--- src/rtl/stopwatch_counter.sv ---
// Stopwatch counter: BCD mm:ss.cc count with IDLE/RUN/PAUSE/OVF control FSM.
// Optional lap-hold display freeze is compiled in with `define STOPWATCH_LAP_EN.
module stopwatch_counter #(
   parameter int unsigned MAX_MINUTES = 59
) (
   input  logic        clk,
   input  logic        reset_n,
   input  logic        tick_10ms,
   input  logic        start_stop,
   input  logic        clear,
   input  logic        lap,
   output logic [23:0] digits,
   output logic        running,
   output logic        lap_active,
   output logic        ovf
);

   typedef enum logic [1:0] {IDLE, RUN, PAUSE, OVF} state_t;

   localparam logic [3:0]  MIN_T_MAX = 4'(MAX_MINUTES / 10);
   localparam logic [3:0]  MIN_O_MAX = 4'(MAX_MINUTES % 10);
   localparam logic [23:0] MAX_COUNT = {MIN_T_MAX, MIN_O_MAX, 4'd5, 4'd9, 4'd9, 4'd9};

   state_t      state, state_next;
   logic [23:0] count, count_next;
   logic [23:0] shown;
   logic        at_max;
   logic        inc;
   logic        clear_count;

   assign at_max = (count == MAX_COUNT);

   always_comb begin
      state_next  = state;
      inc         = 1'b0;
      clear_count = 1'b0;
      case (state)
         IDLE: begin
            clear_count = clear;
            if (start_stop) state_next = RUN;
         end
         RUN: begin
            // A tick at the maximum count takes priority over start_stop.
            if (tick_10ms && at_max) begin
               state_next = OVF;
            end else begin
               inc = tick_10ms;
               if (start_stop) state_next = PAUSE;
            end
         end
         PAUSE: begin
            if (clear) begin
               clear_count = 1'b1;
               state_next  = IDLE;
            end else if (start_stop) begin
               state_next = RUN;
            end
         end
         OVF: begin
            if (clear) begin
               clear_count = 1'b1;
               state_next  = IDLE;
            end
         end
         default: state_next = IDLE;
      endcase
   end

   always_comb begin
      count_next = count;
      if (clear_count) begin
         count_next = '0;
      end else if (inc) begin
         if (count[3:0] != 4'd9) begin
            count_next[3:0] = count[3:0] + 4'd1;
         end else begin
            count_next[3:0] = '0;
            if (count[7:4] != 4'd9) begin
               count_next[7:4] = count[7:4] + 4'd1;
            end else begin
               count_next[7:4] = '0;
               if (count[11:8] != 4'd9) begin
                  count_next[11:8] = count[11:8] + 4'd1;
               end else begin
                  count_next[11:8] = '0;
                  if (count[15:12] != 4'd5) begin
                     count_next[15:12] = count[15:12] + 4'd1;
                  end else begin
                     count_next[15:12] = '0;
                     // Minutes never pass MAX_MINUTES here: inc is blocked at the maximum.
                     if (count[19:16] != 4'd9) begin
                        count_next[19:16] = count[19:16] + 4'd1;
                     end else begin
                        count_next[19:16] = '0;
                        count_next[23:20] = count[23:20] + 4'd1;
                     end
                  end
               end
            end
         end
      end
   end

   always_ff @(posedge clk or negedge reset_n) begin
      if (!reset_n) begin
         state   <= IDLE;
         count   <= '0;
         digits  <= '0;
         running <= 1'b0;
         ovf     <= 1'b0;
      end else begin
         state   <= state_next;
         count   <= count_next;
         digits  <= shown;
         running <= (state_next == RUN);
         ovf     <= (state_next == OVF);
      end
   end

`ifdef STOPWATCH_LAP_EN
   logic [23:0] hold;
   logic        lap_q;

   always_ff @(posedge clk or negedge reset_n) begin
      if (!reset_n) begin
         hold  <= '0;
         lap_q <= 1'b0;
      end else if (clear_count || (state == RUN && state_next == OVF)) begin
         lap_q <= 1'b0;
      end else if (lap && lap_q && state != IDLE) begin
         lap_q <= 1'b0;
      end else if (lap && !lap_q && state == RUN) begin
         lap_q <= 1'b1;
         hold  <= count;
      end
   end

   assign lap_active = lap_q;
   assign shown      = lap_q ? hold : count;
`else
   logic unused_lap;

   assign unused_lap = lap;
   assign lap_active = 1'b0;
   assign shown      = count;
`endif

endmodule
--- config.mk ---
export PLATFORM = sky130hd
export DESIGN_NAME = stopwatch_counter
export DESIGN_NICKNAME = d
export VERILOG_FILES = /design/src/rtl/stopwatch_counter.sv
export SDC_FILE = /design/constraint.sdc
export NUM_CORES = 1
export LEC_CHECK = 0
export CAP_MARGIN = 40
export CORE_ASPECT_RATIO = 1.1
export CORE_UTILIZATION = 40
export CTS_BUF_LIST = sky130_fd_sc_hd__clkbuf_16
export DETAILED_ROUTE_END_ITERATION = 10
export PLACE_DENSITY = 0.7
export SLEW_MARGIN = 20
export SYNTH_ARGS = -nofsm -noshare
export SYNTH_HDL_FRONTEND = slang
export SYNTH_SLANG_ARGS = --single-unit
--- constraint.sdc ---
create_clock -name clk -period 2.4 [get_ports clk]
set_input_delay 0.36 -clock clk [delete_from_list [all_inputs] [get_ports clk]]
set_output_delay 0.36 -clock clk [all_outputs]
set_load 0.05 [all_outputs]
==> qor_table.md, run 1 <==
| Quantity | Reported | Unit |
|---|---|---|
| Run status | finished clean | - |
| Total DRC errors in the routed layout | 0 | - |
| Crit path max fanout | 10 | - |
| Worst setup path startpoint | count[1] | - |
| Die boundary height | 82.5 | microns |
| Router iterations before antenna repair | 4 | - |
| Ports | 33 | - |
| Max Transition Viols Final | 0 | - |
| Main combinational cell family by area after synthesis | simple AND/OR/NAND/NOR gates | - |
| Final Core Density | 52.3 | % |
| Number of filler cells placed in the layout | 527 | - |
| Clk_skew | 0.00632 | ns |
| Cell count after synthesis | 212 | - |
| Cell internal power dissipation | 1.47 | mW |
| Post-CTS sizing | 0 | - |
| Port buffer count | 30 | - |
| Final #Nets | 266 | - |
| Synth Area in Compound Gates | 11.5 | % |
| Synth Area in Adders | 6.38 | % |
| Initial core utilization | 42.5 | % |
| Element type at the critical path end | flop | - |
| Max-capacitance violation count | 0 | - |
| R2r setup slk | 0.29 | ns |
| HPWL after detailed placement | 3090 | microns |
| Post-route setup slack | 0.292 | ns |
| Fraction of the cycle the final worst path needs | 87.9 | % |
| Transition time of the tightest slew-check pin | 0.581 | ns |
| Worst Hold Slack | 0.424 | ns |
| Clock power frac | 31.7 | % |
| CTS Root Buffer Type | sky130_fd_sc_hd__clkbuf_16 | - |
| Chain of cells forming the critical path | inv_1, ha_1, nand3b_4, or4_4, o21ai_2, mux2_2 | - |
| Routed wl met2 | 2110 | microns |
| Final count of hold timing violations | 0 | - |
| Number of levels in the clock H-tree | 2 | - |
| Die area | 0.00620 | sq mm |
| CP Buf/Inv Count | 1 | - |
| Main area contributors after synthesis | sky130_fd_sc_hd__dfrtp_1 (55%), sky130_fd_sc_hd__ha_1 (6.4%), sky130_fd_sc_hd__mux2i_1 (3.0%) | - |
| Worst skew pair latency | 0.29 | ns |
| Maximum number of pins on one net before global-route repair | 21 | - |
| Vias per inst | 5.32 | - |
| Via count of the first global-routing pass | 1,643 | - |
| WS Path Type | reg -> reg | - |
| Most instantiated library cell after synthesis | sky130_fd_sc_hd__dfrtp_1 | - |
| Cell type with the highest aggregate area in the netlist | sky130_fd_sc_hd__dfrtp_1 | - |
| Critical-path top delay cell | sky130_fd_sc_hd__or4_4 | - |
| Post-route total power | 2.10 | mW |
| Clock tree from TritonCTS | done | - |
| Mux share of post-synthesis cell area | 3.45 | % |
| Critical path data arrival time | 2.29 | ns |
| Register bit count reported by yosys | 52 | - |
| Number of buffers on the longest clock path | 2 | - |
| Comb power frac | 21.1 | % |
| Net Switching | 631 | uW |
| Number of buffers inserted during clock tree synthesis | 5 | - |
| Fraction of layout instances using a drive strength above 1 | 8.87 | % |
| Floorplan row count | 28 | - |
| Number of flops mapped to enable cells by yosys | 0 | - |
| Yosys warns | 0 | - |
| Total length of routed wires | 4320 | microns |
| HP Class | reg -> reg | - |
| Ratio of total power to cell area | 725 | mW/mm^2 |
| Post-synthesis average cell area | 11.1 | sq um |
| Peak clock frequency supported by timing | 474 | MHz |
| Summed negative setup slack over all endpoints | 0 | ns |
| Final period demand of the worst path | 2.11 | ns |
| Sequential cell area fraction in the yosys report | 55.3 | % |
| Top delay family on crit path | simple AND/OR/NAND/NOR gates | - |
| Clock-pin slew on the worst setup and hold paths | 0.06 | ns |
| Via Count | 1,719 | - |
| Core box area | 0.00554 | sq mm |
| Met1 layer wirelength in the final routing | 1970 | microns |
| Routed wirelength normalized by instance count | 13.4 | microns |
| Net count of the mapped netlist | 230 | - |
| Post-Place Setup Slack | 0.298 | ns |
| Syn Std Cell Area | 0.00235 | sq mm |
| Antenna viol nets, final | 0 | - |
| Simple-gate area share of the yosys netlist | 19.6 | % |
| Die width | 75.2 | microns |
| Post-synth top flop | sky130_fd_sc_hd__dfrtp_1 | - |
| Max_slew headroom | 60.9 | % |
| Number of different library cells in the post-synthesis netlist | 42 | - |
| Lkg Pwr | 1.34 | nW |
| Area growth from synthesis to layout | 23.0 | % |
| Unrepaired setup endpoints after global routing | no | - |
| Maximum single-stage delay on the critical path | 0.59 | ns |
| CP startpoint kind | flop | - |
| Required time reported for the critical path endpoint | 2.58 | ns |
| Antenna Cells | 0 | - |
| Peak VDD IR | 0.533 | mV |
| Number of endpoints failing setup at the final stage | 0 | - |
| Gr ovfl total | 0 | - |
| Total setup buffers inserted after CTS | 0 | - |
| Initial antenna violation count | 0 | - |
| Proportion of power drawn by flip-flops and latches | 47.2 | % |
| Drt first-iter violations | 160 | - |
| Final weighted congestion in routability-driven placement | 0.813 | - |
| Parity-gate share of the synthesized area counting xor and xnor cells | 0 | % |
| First-pass GRT wire length | 7340 | microns |
| Area share of the largest cell type after synthesis | 55.3 | % |
| Share of flip-flops with an asynchronous set or reset | 100 | % |
| Max Used Layer | met4 | - |
| Number of sinks on the clock net | 52 | - |
| Switching Fraction | 30.0 | % |
| Top cells by instance count after synthesis | sky130_fd_sc_hd__dfrtp_1 (52), sky130_fd_sc_hd__nand2_1 (16), sky130_fd_sc_hd__ha_1 (12) | - |
| Startpoint of the lowest-slack hold path | count[23] | - |
| Met3 WL post-DR | 176 | microns |
| Tot GR Track Use | 15.9 | % |
| Beginning of the worst register-to-register path | count[1] | - |
==> what timing repair did <==
action / CTS / global route
hold buffers: 1 / 0
setup endpoints to repair: 0 / 0
hold endpoints to repair: 16 / 0
==> registers in the layout (all words and copies together), names as in the netlist <==
register / flops
ovf: 1
digits: 24
running: 1
state: 2
count: 24
==> cell usage in the layout, fill, tap and decap left out, types with 2 or more instances in the layout <==
master / n
sky130_fd_sc_hd__or3_1: 8
sky130_fd_sc_hd__a21oi_1: 10
sky130_fd_sc_hd__clkdlybuf4s50_1: 29
sky130_fd_sc_hd__nand3_1: 10
sky130_fd_sc_hd__nor2_1: 10
sky130_fd_sc_hd__nor4_1: 4
sky130_fd_sc_hd__nor3_1: 6
sky130_fd_sc_hd__a31o_2: 2
sky130_fd_sc_hd__o21ai_0: 9
sky130_fd_sc_hd__nand3b_1: 6
sky130_fd_sc_hd__nand4_1: 2
sky130_fd_sc_hd__o211ai_1: 2
sky130_fd_sc_hd__a311oi_1: 2
sky130_fd_sc_hd__nand2b_1: 3
sky130_fd_sc_hd__mux2i_1: 7
sky130_fd_sc_hd__nand2_1: 16
sky130_fd_sc_hd__inv_1: 10
sky130_fd_sc_hd__or4_1: 2
sky130_fd_sc_hd__a211oi_1: 2
sky130_fd_sc_hd__o22ai_1: 2
sky130_fd_sc_hd__buf_4: 8
sky130_fd_sc_hd__a31oi_1: 3
sky130_fd_sc_hd__o21a_1: 2
sky130_fd_sc_hd__o31ai_1: 2
sky130_fd_sc_hd__dfrtp_1: 52
sky130_fd_sc_hd__and3b_1: 6
sky130_fd_sc_hd__ha_1: 12
sky130_fd_sc_hd__clkbuf_16: 5
==> worst reg2reg max path, cell delays in order (launching register included) <==
cell,delay (ns)
sky130_fd_sc_hd__dfrtp_1,0.41
sky130_fd_sc_hd__inv_1,0.08
sky130_fd_sc_hd__ha_1,0.22
sky130_fd_sc_hd__nand3b_4,0.16
sky130_fd_sc_hd__or4_4,0.59
sky130_fd_sc_hd__o21ai_2,0.18
sky130_fd_sc_hd__mux2_2,0.35
==> kinds of logic after synthesis <==
family	after synthesis
simple gates	78
compound gates	42
buf+inv	19
flops	52
other cells	1
fa+ha+maj	12
mux	8
==> power by group through the flow <==
stage	combinational (mW)	sequential [mW]	clock, mW
after global routing	0.483	1.00	0.709
after detailed placement	0.444	1.01	0
after global placement	0.438	1.01	0
after CTS	0.447	0.993	0.682
final	0.442	0.992	0.667
after floorplan	0.219	1.09	0
==> worst paths after layout <==
| path | endpoint | cells past startpoint |
|---|---|---|
| min in group asynchronous | digits[13] | 2 |
| min reg2reg | digits[23] | 0 |
| max in group asynchronous | count[11] | 3 |
| max reg2reg | count[1] | 6 |
| max | count[1] | 6 |
| min | digits[23] | 0 |
==> through the flow <==
step                      cell area, sq um  std cells
after global placement                2750        315
after detailed placement              2750        315
after floorplan                       2350        212
after CTS                             2900        323
final                                 2900        323
after global routing                  2900        323
==> per-layer routing <==
layer | GRT usage, % | vias up
met5 | 0 | -
met3 | 4.49 | 5
met1 | 19.8 | 847
met4 | 5.56 | 0
met2 | 26.5 | 37
li1 | - | 830
==> final cells by class <==
class                   instances  area, sq um  area share, %
multi-input cells             141          968           33.4
well taps                      75         93.8           3.24
flip-flops and latches         52         1300           44.9
repair buffers                 39          365           12.6
clock buffers                   5          125           4.32
clock inverters                 2         8.76          0.302
inverters                       9         33.8           1.17
(Power assumes the default switching activity.)
==> run 2, diff against run 1 <==
CORE_MARGIN = 2   (was not set)
CORE_UTILIZATION = 54   (was 40)
PLACE_DENSITY = 0.88   (was 0.7)
==> qor_table.md, run 2 (synthesized netlist as in run 1, its figures left out) <==
| Quantity | Reported | Unit | vs previous |
|---|---|---|---|
| Run status | finished clean | - | unchanged |
| Number of sinks on the clock net | 52 | - | unchanged |
| Antenna Cells | 0 | - | unchanged |
| Final period demand of the worst path | 2.12 | ns | was 2.11 ns |
| Fraction of layout instances using a drive strength above 1 | 8.91 | % | was 8.87% |
| HP Class | in -> async | - | was reg -> reg |
| WS Path Type | reg -> reg | - | unchanged |
| Number of endpoints failing setup at the final stage | 0 | - | unchanged |
| Peak clock frequency supported by timing | 472 | MHz | was 474 MHz |
| Number of filler cells placed in the layout | 332 | - | was 527 |
| Max Transition Viols Final | 0 | - | unchanged |
| Core box area | 0.00425 | sq mm | was 0.00554 sq mm |
| CP startpoint kind | flop | - | unchanged |
| Total DRC errors in the routed layout | 0 | - | unchanged |
| Floorplan row count | 25 | - | was 28 |
| Top delay family on crit path | simple AND/OR/NAND/NOR gates | - | unchanged |
| Lkg Pwr | 1.33 | nW | was 1.34 nW |
| Ports | 33 | - | unchanged |
| Die width | 67.0 | microns | was 75.2 microns |
| HPWL after detailed placement | 3210 | microns | was 3090 microns |
| Maximum number of pins on one net before global-route repair | 29 | - | was 21 |
| First-pass GRT wire length | 7420 | microns | was 7340 microns |
| Post-Place Setup Slack | 0.253 | ns | was 0.298 ns |
| Final std cell area, no fill | 0.00288 | sq mm | was 0.00290 sq mm |
| Cts hold-fix bufs | 0 | - | was 1 |
| Number of buffers on the longest clock path | 2 | - | unchanged |
| Peak VDD IR | 0.664 | mV | was 0.533 mV |
| Final count of hold timing violations | 0 | - | unchanged |
| Fraction of the cycle the final worst path needs | 88.3 | % | was 87.9% |
| Max_slew headroom | 59.1 | % | was 60.9% |
| Routing usage on met2 | 34.8 | % | was 26.5% |
| Summed negative setup slack over all endpoints | 0 | ns | unchanged |
| Initial antenna violation count | 0 | - | unchanged |
| Final weighted congestion in routability-driven placement | 0.837 | - | was 0.813 |
| Clock-pin slew on the worst setup and hold paths | 0.07 | ns | was 0.06 ns |
| Critical path data arrival time | 2.29 | ns | about the same |
| Maximum single-stage delay on the critical path | 0.59 | ns | about the same |
| Routed wirelength normalized by instance count | 14.8 | microns | was 13.4 microns |
| R2r setup slk | 0.28 | ns | was 0.29 ns |
| Area growth from synthesis to layout | 22.1 | % | was 23.0% |
| Gr ovfl total | 0 | - | unchanged |
| Via count of the first global-routing pass | 1,689 | - | was 1,643 |
| Element type at the critical path end | flop | - | unchanged |
| Vias per inst | 5.86 | - | was 5.32 |
| Number of buffers inserted during clock tree synthesis | 5 | - | unchanged |
| Initial core utilization | 55.4 | % | was 42.5% |
| Die boundary height | 73.3 | microns | was 82.5 microns |
| Via Count | 1,764 | - | was 1,719 |
| Router iterations before antenna repair | 4 | - | unchanged |
| Required time reported for the critical path endpoint | 2.57 | ns | was 2.58 ns |
| Grt met3 use | 4.59 | % | was 4.49% |
| Clock tree from TritonCTS | done | - | unchanged |
| Gr busiest metal | met2 | - | unchanged |
| Post-route setup slack | 0.281 | ns | was 0.292 ns |
| Antenna viol nets, final | 0 | - | unchanged |
| Total setup buffers inserted after CTS | 0 | - | unchanged |
| Tot GR Track Use | 20.3 | % | was 15.9% |
| Critical-path top delay cell | sky130_fd_sc_hd__or4_4 | - | unchanged |
| Biggest regs | count x24, digits x24, state x2 | - | unchanged |
| Clk_skew | 0.00550 | ns | was 0.00632 ns |
| Port buffer count | 30 | - | unchanged |
| Die area | 0.00491 | sq mm | was 0.00620 sq mm |
| Unrepaired setup endpoints after global routing | no | - | unchanged |
| Number of levels in the clock H-tree | 2 | - | unchanged |
| Transition time of the tightest slew-check pin | 0.608 | ns | was 0.581 ns |
| Chain of cells forming the critical path | inv_1, ha_1, nand3b_4, or4_4, o21ai_2, mux2_2 | - | unchanged |
| Drt first-iter violations | 85 | - | was 160 |
| Placed cell area | 0.00273 | sq mm | was 0.00275 sq mm |
| CP Buf/Inv Count | 1 | - | unchanged |
| Max-capacitance violation count | 0 | - | unchanged |
| Total length of routed wires | 4470 | microns | was 4320 microns |
| Final #Nets | 264 | - | was 266 |
| CTS Root Buffer Type | sky130_fd_sc_hd__clkbuf_16 | - | unchanged |
| Crit path max fanout | 10 | - | unchanged |
| Met1 usage | 24.2 | % | was 19.8% |
| Most frequent cells in the layout | sky130_fd_sc_hd__dfrtp_1 (52), sky130_fd_sc_hd__clkdlybuf4s50_1 (29), sky130_fd_sc_hd__nand2_1 (16), sky130_fd_sc_hd__ha_1 (12) | - | unchanged |
| Worst skew pair latency | 0.29 | ns | about the same |
| Post-CTS sizing | 0 | - | unchanged |
| Ratio of total power to cell area | 738 | mW/mm^2 | was 725 mW/mm^2 |
| Most common cell after layout, fill and taps aside | sky130_fd_sc_hd__dfrtp_1 | - | unchanged |
==> run 2: cell types whose count changed in the layout (fill, tap and decap cells not counted), sizes merged <==
cell | before | now
buf | 9 | 8
dlygate4sd3 | 1 | 0
clkinvlp | 0 | 2
inv | 10 | 9
==> run 2: routing by layer <==
layer,vias to the layer above,part of all wire [%]
met5,-,0
met4,0,2.7
met3,14,4.2
met2,54,53
met1,865,40
li1,831,-
==> run 2: cell type report <==
cell class / count / area (sq um) / share of cell area, %
Timing Repair Buffer: 37 / 360 / 12.5
Multi-Input combinational cell: 141 / 968 / 33.7
Clock buffer: 5 / 125 / 4.35
Clock inverter: 3 / 18.8 / 0.653
Tap cell: 54 / 67.6 / 2.35
Sequential cell: 52 / 1300 / 45.3
Inverter: 9 / 33.8 / 1.17
==> run 2: worst paths after layout <==
check,cells after the start,endpoint,from
min in group clk,0,digits[23],count[23]
hold / removal,1,count[6],reset_n
setup reg to reg,6,count[1],count[1]
max in group asynchronous,2,digits[7],reset_n
setup / recovery,6,count[1],count[1]
hold reg to reg,0,digits[23],count[23]
==> run 2: worst register-to-register path, delay by kind of cell (launching register included) <==
kind,cells,cell delay (ns)
AND/OR/NAND/NOR,2,0.74
AO/OA/AOI/OAI,1,0.20
buffers and inverters,1,0.09
adder cells (fa/ha/maj),1,0.21
flip-flops,1,0.41
multiplexers,1,0.36
==> run 2: per-stage QoR <==
| stage | hold slack (ns) | std cells | power, mW | utilization (%) |
|---|---|---|---|---|
| after global placement | 0.382 | 293 | 1.44 | 64.2 |
| after global routing | 0.111 | 301 | 2.21 | 67.6 |
| after floorplan | 0.0644 | 212 | 1.31 | - |
| final | 0.0705 | 301 | 2.12 | 67.6 |
| after detailed placement | 0.392 | 293 | 1.46 | 64.2 |
| after CTS | 0.0791 | 301 | 2.14 | 67.6 |
==> run 2: report_power, final <==
group	total, mW	leakage, nW	internal [mW]	switching, mW
Clock	0.684	0.0635	0.382	0.301
Sequential	0.991	0.717	0.936	0.0545
Combinational	0.448	0.552	0.159	0.289
